===== config.mk =====
export PLATFORM = sky130hd
export DESIGN_NAME = aes_block_sequencer
export DESIGN_NICKNAME = d
export VERILOG_FILES = /design/src/rtl/aes_block_sequencer.sv
export SDC_FILE = /design/constraint.sdc
export NUM_CORES = 1
export LEC_CHECK = 0
export ABC_AREA = 1
export BUFFER_PORTS_ARGS = -buffer_cell sky130_fd_sc_hd__buf_2
export CORE_MARGIN = 1.5
export CORE_UTILIZATION = 29
export CTS_CLUSTER_DIAMETER = 60
export DETAILED_ROUTE_END_ITERATION = 10
export SLEW_MARGIN = 25
export SYNTH_ARGS = -nofsm -noshare
export SYNTH_HDL_FRONTEND = slang
export SYNTH_SLANG_ARGS = --single-unit

===== constraint.sdc =====
create_clock -name clk -period 5.1 [get_ports clk]
set_clock_uncertainty 0.15 [all_clocks]
set_input_delay 0 -clock clk [delete_from_list [all_inputs] [get_ports clk]]
set_output_delay 0 -clock clk [all_outputs]
set_load 0.01 [all_outputs]

===== src/rtl/aes_block_sequencer.sv =====
// AES HWPE multi-block job sequencer: drives source stream, engine and sink
// stream per block, tracking per-block byte addresses.
module aes_block_sequencer #(
  parameter int ADDR_W          = 32,
  parameter int CNT_W           = 16,
  parameter int WORDS_PER_BLOCK = 4,
  parameter int BYTES_PER_WORD  = 4
) (
  input  logic              clk,
  input  logic              reset_n,
  input  logic              clear,
  input  logic              start_i,
  input  logic [CNT_W-1:0]  nblocks_i,
  input  logic [ADDR_W-1:0] src_base_i,
  input  logic [ADDR_W-1:0] dst_base_i,
  input  logic              mode_i,
  output logic              src_req_start_o,
  input  logic              src_ready_start_i,
  input  logic              src_done_i,
  output logic [ADDR_W-1:0] src_addr_o,
  output logic [ADDR_W-1:0] snk_addr_o,
  output logic [CNT_W-1:0]  src_len_o,
  output logic [CNT_W-1:0]  snk_len_o,
  output logic              snk_req_start_o,
  input  logic              snk_ready_start_i,
  input  logic              snk_done_i,
  output logic              eng_start_o,
  output logic              eng_clear_o,
  output logic              eng_mode_o,
  input  logic              eng_done_i,
  output logic              busy_o,
  output logic              done_o,
  output logic [CNT_W-1:0]  blk_idx_o
);

  typedef enum logic [2:0] {
    IDLE, LOAD, SRC_REQ, SRC_WAIT,
    SNK_REQ, SNK_WAIT, NEXT, FINISH
  } state_e;

  localparam logic [ADDR_W-1:0] STRIDE =
    ADDR_W'(WORDS_PER_BLOCK * BYTES_PER_WORD);

  state_e            state_q, state_d;
  logic [CNT_W-1:0]  nblk_q, nblk_d;
  logic [CNT_W-1:0]  idx_q, idx_d;
  logic [ADDR_W-1:0] src_base_q, src_base_d;
  logic [ADDR_W-1:0] dst_base_q, dst_base_d;
  logic              mode_q, mode_d;
  logic              src_seen_q, src_seen_d;
  logic              eng_seen_q, eng_seen_d;
  logic              src_ok, eng_ok;
  logic [ADDR_W-1:0] off;

  always_comb begin
    state_d    = state_q;
    nblk_d     = nblk_q;
    idx_d      = idx_q;
    src_base_d = src_base_q;
    dst_base_d = dst_base_q;
    mode_d     = mode_q;
    src_seen_d = src_seen_q;
    eng_seen_d = eng_seen_q;
    // Flags include same-cycle arrivals so the later done is not lost
    src_ok     = src_seen_q | src_done_i;
    eng_ok     = eng_seen_q | eng_done_i;
    unique case (state_q)
      IDLE: begin
        if (start_i) begin
          state_d    = LOAD;
          nblk_d     = nblocks_i;
          src_base_d = src_base_i;
          dst_base_d = dst_base_i;
          mode_d     = mode_i;
          idx_d      = '0;
        end
      end
      LOAD: begin
        state_d = (nblk_q == '0) ? FINISH : SRC_REQ;
      end
      SRC_REQ: begin
        if (src_ready_start_i) state_d = SRC_WAIT;
      end
      SRC_WAIT: begin
        if (src_ok && eng_ok) begin
          state_d    = SNK_REQ;
          src_seen_d = 1'b0;
          eng_seen_d = 1'b0;
        end else begin
          src_seen_d = src_ok;
          eng_seen_d = eng_ok;
        end
      end
      SNK_REQ: begin
        if (snk_ready_start_i) state_d = SNK_WAIT;
      end
      SNK_WAIT: begin
        if (snk_done_i) state_d = NEXT;
      end
      NEXT: begin
        if (idx_q == nblk_q - CNT_W'(1)) begin
          state_d = FINISH;
        end else begin
          idx_d   = idx_q + CNT_W'(1);
          state_d = SRC_REQ;
        end
      end
      FINISH: begin
        state_d = IDLE;
      end
      default: begin
        state_d = IDLE;
      end
    endcase
    if (clear) begin
      state_d    = IDLE;
      nblk_d     = '0;
      idx_d      = '0;
      src_base_d = '0;
      dst_base_d = '0;
      mode_d     = 1'b0;
      src_seen_d = 1'b0;
      eng_seen_d = 1'b0;
    end
  end

  always_ff @(posedge clk or negedge reset_n) begin
    if (!reset_n) begin
      state_q    <= IDLE;
      nblk_q     <= '0;
      idx_q      <= '0;
      src_base_q <= '0;
      dst_base_q <= '0;
      mode_q     <= 1'b0;
      src_seen_q <= 1'b0;
      eng_seen_q <= 1'b0;
    end else begin
      state_q    <= state_d;
      nblk_q     <= nblk_d;
      idx_q      <= idx_d;
      src_base_q <= src_base_d;
      dst_base_q <= dst_base_d;
      mode_q     <= mode_d;
      src_seen_q <= src_seen_d;
      eng_seen_q <= eng_seen_d;
    end
  end

  assign off             = ADDR_W'(idx_q) * STRIDE;
  assign src_addr_o      = src_base_q + off;
  assign snk_addr_o      = dst_base_q + off;
  assign src_len_o       = CNT_W'(WORDS_PER_BLOCK);
  assign snk_len_o       = CNT_W'(WORDS_PER_BLOCK);
  assign src_req_start_o = (state_q == SRC_REQ);
  assign snk_req_start_o = (state_q == SNK_REQ);
  assign eng_start_o     = (state_q == SRC_REQ) & src_ready_start_i & ~clear;
  assign eng_clear_o     = (state_q == IDLE);
  assign eng_mode_o      = mode_q;
  assign busy_o          = (state_q != IDLE);
  assign done_o          = (state_q == FINISH) & ~clear;
  assign blk_idx_o       = idx_q;

endmodule

==> results.yml, run 1 <==
layout:
  fillers: 2871
  drive_gt1_frac: 0.1669
  area_delta_synth_final_pct: 26.87
  fin_util: 0.3733
  diodes: 0
  fin_nets: 1468
grt:
  grt_pass1_wl_um: 40220
  grt.total_usage: 0.1796
  antenna_found_initial: 0
  first_global_vias: 7687
  grt_overflow: 0
  grt_start_max_net_pins: 125
clocking:
  path_clk_slew_ps: 70
  clock_latency_ps: 350
  cts_buffer_depth: 2
  h-tree-depth: 3
  clkSinkCount: 102
  numCtsBuffers: 9
  root_buffer: "clkbuf_16"
  cts_tree: "yes"
  postCtsSetupBuffers: 0
placed_design:
  hpwl_um: 18510
  pre_cts_slack_ps: 2105
  port-buffer-count: 176
  routabilityCongestion: 0.9253
synth:
  yosys-top-cells-area: "dfrtp_1 32%, nand2_1 9.8%, nand3_1 8.9%"
  ys_dominant_reg_cell: "dfrtp_1"
  synth_cells: 1107
  syn_avg_cell_area_um2: 7.143
  synth_top_area_share: 0.3228
  yosys.area.top_type: "dfrtp_1"
  synth_edf_count: 0
  synth_seq_cells: 102
  synth.distinct_cells: 48
  syn_area_um2: 7908
  ys_async_sr_fraction: 1.000
  yosysSeqAreaShare: 0.3228
  ys_warn_count: 0
sta:
  rsz0062_at_grt: "no"
  fin_hold_ws_ps: 64.20
  finalCriticalPeriod_ps: 3460
  finalSetupTns_ps: 0
  fmaxAchievable_ghz: 0.2891
  setup_viol: 0
  worst_slew_pin_slew_ps: 946.8
  period_share: 0.6784
  fin_ws_ps: 1640
  hold_viol: 0
  slew_headroom: 0.3680
  slew_viol_final: 0
die:
  die_area_um2: 28270
  io-pin-count: 209
  row_count: 60
  fp.dieH_um: 168.1
  die_width_um: 168.1
  start_util: 0.2942
  core_area_um2: 26880
routing:
  wirelength_um: 25270
  route.vias.total: 7923
  drt-vias-per-instance: 4.708
  drc_errors: 0
  routedWlPerCell_um: 15.02
  drt_iter0_markers: 539
  antenna_violating_nets_post_route: 0
  first_pass_iters: 5
worst_setup_path:
  worst_setup_path_start_kind: "flop"
  crit_type: "flop to output port"
  crit_fanout: 9
  slowest_stage: "dfrtp_1"
  crit_arrival_ps: 3310
  crit_chain: "ha_1 -> inv_1 -> fa_1 -> o21ai_1 -> a21boi_1 -> o21ai_0 -> a31oi_1 -> xnor2_1 -> buf_2"
  path_depth: 9
  cpPeakStageDelay_ps: 540
  rr_worst_depth: 9
  critical_path_buf_inv_count: 2
  cp-end-kind: "output port"
  crit_required_ps: 4950
  crit_family: "compound AO/OA/AOI/OAI gates"
min_path:
  holdCritPathClass: "primary input to flop"
  min_delay_path_depth: 4
pwr:
  leakage_uw: 0.005072
  vdd_drop_max_v: 0.0001378
  p_total_uw: 2866
  pwr_density_cell_nw_per_um2: 285.7
run:
  maxCapViolCount: 0
run_status:
  run_status: "complete, no violations"
-- synthesized netlist by cell type (3+ instances only) --
cell,n
ha_1,38
xnor2_1,15
o21ai_1,7
nand2_1,206
nand4_1,11
o21ai_0,101
o21a_1,4
inv_2,4
nor2_1,60
nor3_1,28
xor2_1,52
buf_2,6
a31oi_1,5
dfrtp_1,102
nor4_1,5
buf_4,49
nor2_4,5
nor2_2,6
a21oi_1,43
nand3_1,141
clkbuf_1,21
o21bai_1,5
nor3b_1,3
inv_1,158
nand2_2,3
-- flip-flops by register name, indices dropped and copies added, names as in the netlist --
name,cells
blk_idx_o,16
dst_base_q,32
eng_mode_o,1
eng_seen_q,1
nblk_q,16
src_base_q,32
src_seen_q,1
state_q,3
-- path summary, 6_finish.rpt --
kind | from | endpoint | slack [ps]
worst min register to register | src_base_q[2] | src_base_q[2] | 390
worst max-delay path | blk_idx_o[0] | snk_addr_o[16] | 1640
worst max register to register | state_q[0] | blk_idx_o[12] | 2350
min in group asynchronous | reset_n | src_base_q[26] | 90
worst min-delay path | clear | blk_idx_o[1] | 60
max in group asynchronous | reset_n | blk_idx_o[12] | 3520
-- cell families (layout without fill, tap and decap cells) --
family | Yosys count | after routing | synth area share
buffers and inverters | 241 | 446 | 0.1396
AND/OR/NAND/NOR | 477 | 477 | 0.2766
other | 2 | 32 | 0.0009497
flip-flops | 102 | 102 | 0.3228
adder cells (fa/ha/maj) | 40 | 40 | 0.06519
AO/OA/AOI/OAI | 178 | 178 | 0.1207
XOR/XNOR | 67 | 67 | 0.07421
-- through the flow --
step	instances	cell area, um2
final	1683	10030
after detailed placement	1581	8897
after global routing	1683	10030
after global placement	1581	8897
after floorplan	1137	8020
after CTS	1683	10030
-- layout make-up --
cell class	instances	area [um2]	area share
Multi-Input combinational cell	794	4372	0.4358
Sequential cell	102	2552	0.2544
Timing Repair Buffer	268	1804	0.1798
Inverter	163	613.1	0.06111
Tap cell	341	426.7	0.04253
Clock buffer	9	225.2	0.02245
Clock inverter	6	38.79	0.003866
-- tightest hold or removal path, delay by kind of cell --
family	cells	cell delay, ps
buffers and inverters	1	230
and+or+nand+nor	3	300
-- where the power goes --
part | internal (uW) | switching, uW | total, uW
Combinational | 414 | 735 | 1150
Clock | 328 | 330 | 659
Sequential | 937 | 121 | 1060
-- metal layers --
metal  routed length, um  up-vias  track usage
met5                   0        -            0
met4                 881        0      0.07919
met3                1231       42      0.02891
met2               11490      279       0.2873
met1               11670     3616       0.2395
li1                    -     3986            -
-- cell usage in the layout, fill, tap and decap left out, types with 3 or more instances in the layout --
cell           count
nand2_1          206
buf_2            175
inv_1            157
nand3_1          141
dfrtp_1          102
o21ai_0          101
dlygate4sd3_1     87
nor2_1            60
xor2_1            52
a21oi_1           43
ha_1              38
conb_1            32
nor3_1            28
xnor2_1           15
nand4_1           11
clkbuf_16          9
o21ai_1            7
nor2_2             6
a31oi_1            5
nor4_1             5
o21bai_1           5
nor2_4             5
buf_4              5
o21a_1             4
clkinv_2           4
inv_2              4
nand2_2            3
nor3b_1            3
-- what timing repair did --
action,4_1_cts,5_1_grt
endpoints found under the hold margin,133,0
hold buffers,87,0
resized for setup,0,0
Power figures use the tool's default switching activity.
==> inputs of run 2 (changes only) <==
- clock period: 5.1 -> 2.8 ns (I/O delays scaled with it)
==> results.yml, run 2 (synthesis gave the netlist of run 1 again) <==
routing:
  routedWlPerCell_um: 14.81
  drt_iter0_markers: 539
  antenna_violating_nets_post_route: 0
  wirelength_um: 25350
  first_pass_iters: 5
  drc_errors: 0
  route.vias.total: 8088
  drt-vias-per-instance: 4.727
worst_setup_path:
  rrSetupSlack_ps: 400
  worst_setup_path_start_kind: "flop"
  cpPeakStageDelay_ps: 400
  path_depth: 12
  crit_chain: "ha_4 -> inv_2 -> fa_2 -> o21ai_2 -> a21boi_2 -> o21ai_2 -> nand2_1 -> nand2_2 -> nand2_2 -> nor2_2 -> xor2_1 -> buf_2"
  crit_arrival_ps: 2520
  reg2reg_from: "state_q[0]"
  crit_family: "adder cells"
  critical_path_buf_inv_count: 2
  crit_type: "flop to output port"
  crit_required_ps: 2650
  r2r_end: "src_base_q[15]"
  slowest_stage: "dfrtp_1"
  rr_worst_depth: 9
  cp-end-kind: "output port"
  crit_fanout: 3
pwr:
  power_frac_clock: 0.237
  p_switching_uw: 2182
  combPwrFrac: 0.401
  seq_power_share: 0.362
  switching_share: 0.4090
  vdd_drop_max_v: 0.0003288
  p_total_uw: 5335
  leakage_uw: 0.005267
  internal_power_uw: 3153
  pwr_density_cell_nw_per_um2: 507.5
min_path:
  min_delay_path_depth: 4
  hold_end: "blk_idx_o[1]"
  hp-start: "clear"
  holdCritPathClass: "primary input to flop"
sta:
  rsz0062_at_grt: "yes"
  period_share: 0.9553
  slew_viol_final: 0
  fmaxAchievable_ghz: 0.3739
  setup_viol: 0
  worst_slew_pin_slew_ps: 740.3
  hold_viol: 0
  slew_headroom: 0.5065
  finalCriticalPeriod_ps: 2675
run:
  maxCapViolCount: 0
clocking:
  h-tree-depth: 3
  clock_latency_ps: 360
  cts_tree: "yes"
  path_clk_slew_ps: 80
  numCtsBuffers: 9
  root_buffer: "clkbuf_16"
  clkSinkCount: 102
  cts_buffer_depth: 2
die:
  core_area_um2: 26880
  fp.dieH_um: 168.1
  row_count: 60
  die_area_um2: 28270
  start_util: 0.2942
  die_width_um: 168.1
  io-pin-count: 209
grt:
  antenna_found_initial: 0
  first_global_vias: 7718
  grt_start_max_net_pins: 98
  grt.total_usage: 0.1767
  grt_overflow: 0
  grt_pass1_wl_um: 39810
layout:
  area_delta_synth_final_pct: 32.94
  drive_gt1_frac: 0.2146
  mostFrequentLayoutCell: "nand2_1"
  fin_util: 0.3912
  layout_common_cells: "202 x nand2_1, 175 x buf_2, 156 x inv_1, 137 x nand3_1, 98 x dfrtp_1"
  diodes: 0
  final_cells: 1711
  fin_nets: 1495
  top_regs: "dst_base_q (32), src_base_q (32)"
placed_design:
  port-buffer-count: 176
  hpwl_um: 18770
  placed_cells: 1602
  routabilityCongestion: 0.9183
run_status:
  run_status: "complete, no violations"
-- run 2: cell count changes in the layout (fill, tap and decap cells not counted), moves of 8 or more --
cell     change
buf_4       +26
ha_1        -12
ha_4        +10
o21ai_2      +8
-- run 2: final cells by class --
class | instances | area, um2
fill | 2796 | 16360
inverter | 163 | 613.1
sequential | 102 | 2557
tap | 341 | 426.7
clock inverter | 5 | 40.04
timing repair buffer | 295 | 2029
multi-input combinational | 794 | 4603
clock buffer | 11 | 242.7
-- run 2: metrics by stage --
stage | hold slack (ps) | setup WS (ps) | TNS [ps] | instance area, um2
final | 43.49 | 125.2 | 0 | 10510
after global routing | 104.3 | -63.44 | -142.3 | 10510
after CTS | 27.79 | 5.995 | 0 | 10300
after detailed placement | -28.99 | 186.9 | 0 | 9080
after global placement | -39.01 | 82.81 | 0 | 9080
after floorplan | -445.6 | 353.3 | 0 | 8020
-- run 2: per-layer routing --
layer	global-route usage	part of all wire	vias to the layer above	routed length, um
met5	0	0	-	0
met4	0.06095	0.025	0	622
met3	0.02680	0.046	40	1170
met2	0.2873	0.46	240	11610
met1	0.2394	0.47	3769	11950
li1	-	-	4039	-
-- run 2: worst max path at each step --
| stage | to | from | slack, ps |
|---|---|---|---|
| floorplan | src_addr_o[28] | blk_idx_o[0] | 350 |
| global placement | snk_addr_o[29] | blk_idx_o[14] | 80 |
| detailed placement | snk_addr_o[29] | blk_idx_o[14] | 190 |
| CTS | src_addr_o[28] | blk_idx_o[0] | 6 |
| global route | snk_addr_o[26] | dst_base_q[4] | -60 |
| finish | snk_addr_o[26] | dst_base_q[4] | 130 |
-- run 2: power groups by stage --
stage | clock [uW] | sequential, uW | combinational (uW)
5_1_grt | 1360 | 1960 | 2400
2_1_floorplan | 0 | 1870 | 1460
4_1_cts | 1320 | 1920 | 2130
3_5_place_dp | 0 | 1940 | 2000
6_report | 1270 | 1930 | 2140
3_3_place_gp | 0 | 1940 | 1990
-- run 2: what timing repair did --
| action | 4_1_cts | 5_1_grt |
|---|---|---|
| setup buffers | 2 | 5 |
| endpoints found under the setup margin | 20 | 25 |
| pin swaps | 2 | 17 |
| hold buffers | 86 | 0 |
| resized for setup | 14 | 37 |
| endpoints found under the hold margin | 134 | 0 |
-- run 2: worst min-delay path, delay by kind of cell --
| kind | cells | cell delay (ps) |
|---|---|---|
| simple gates | 3 | 300 |
| buf+inv | 1 | 220 |
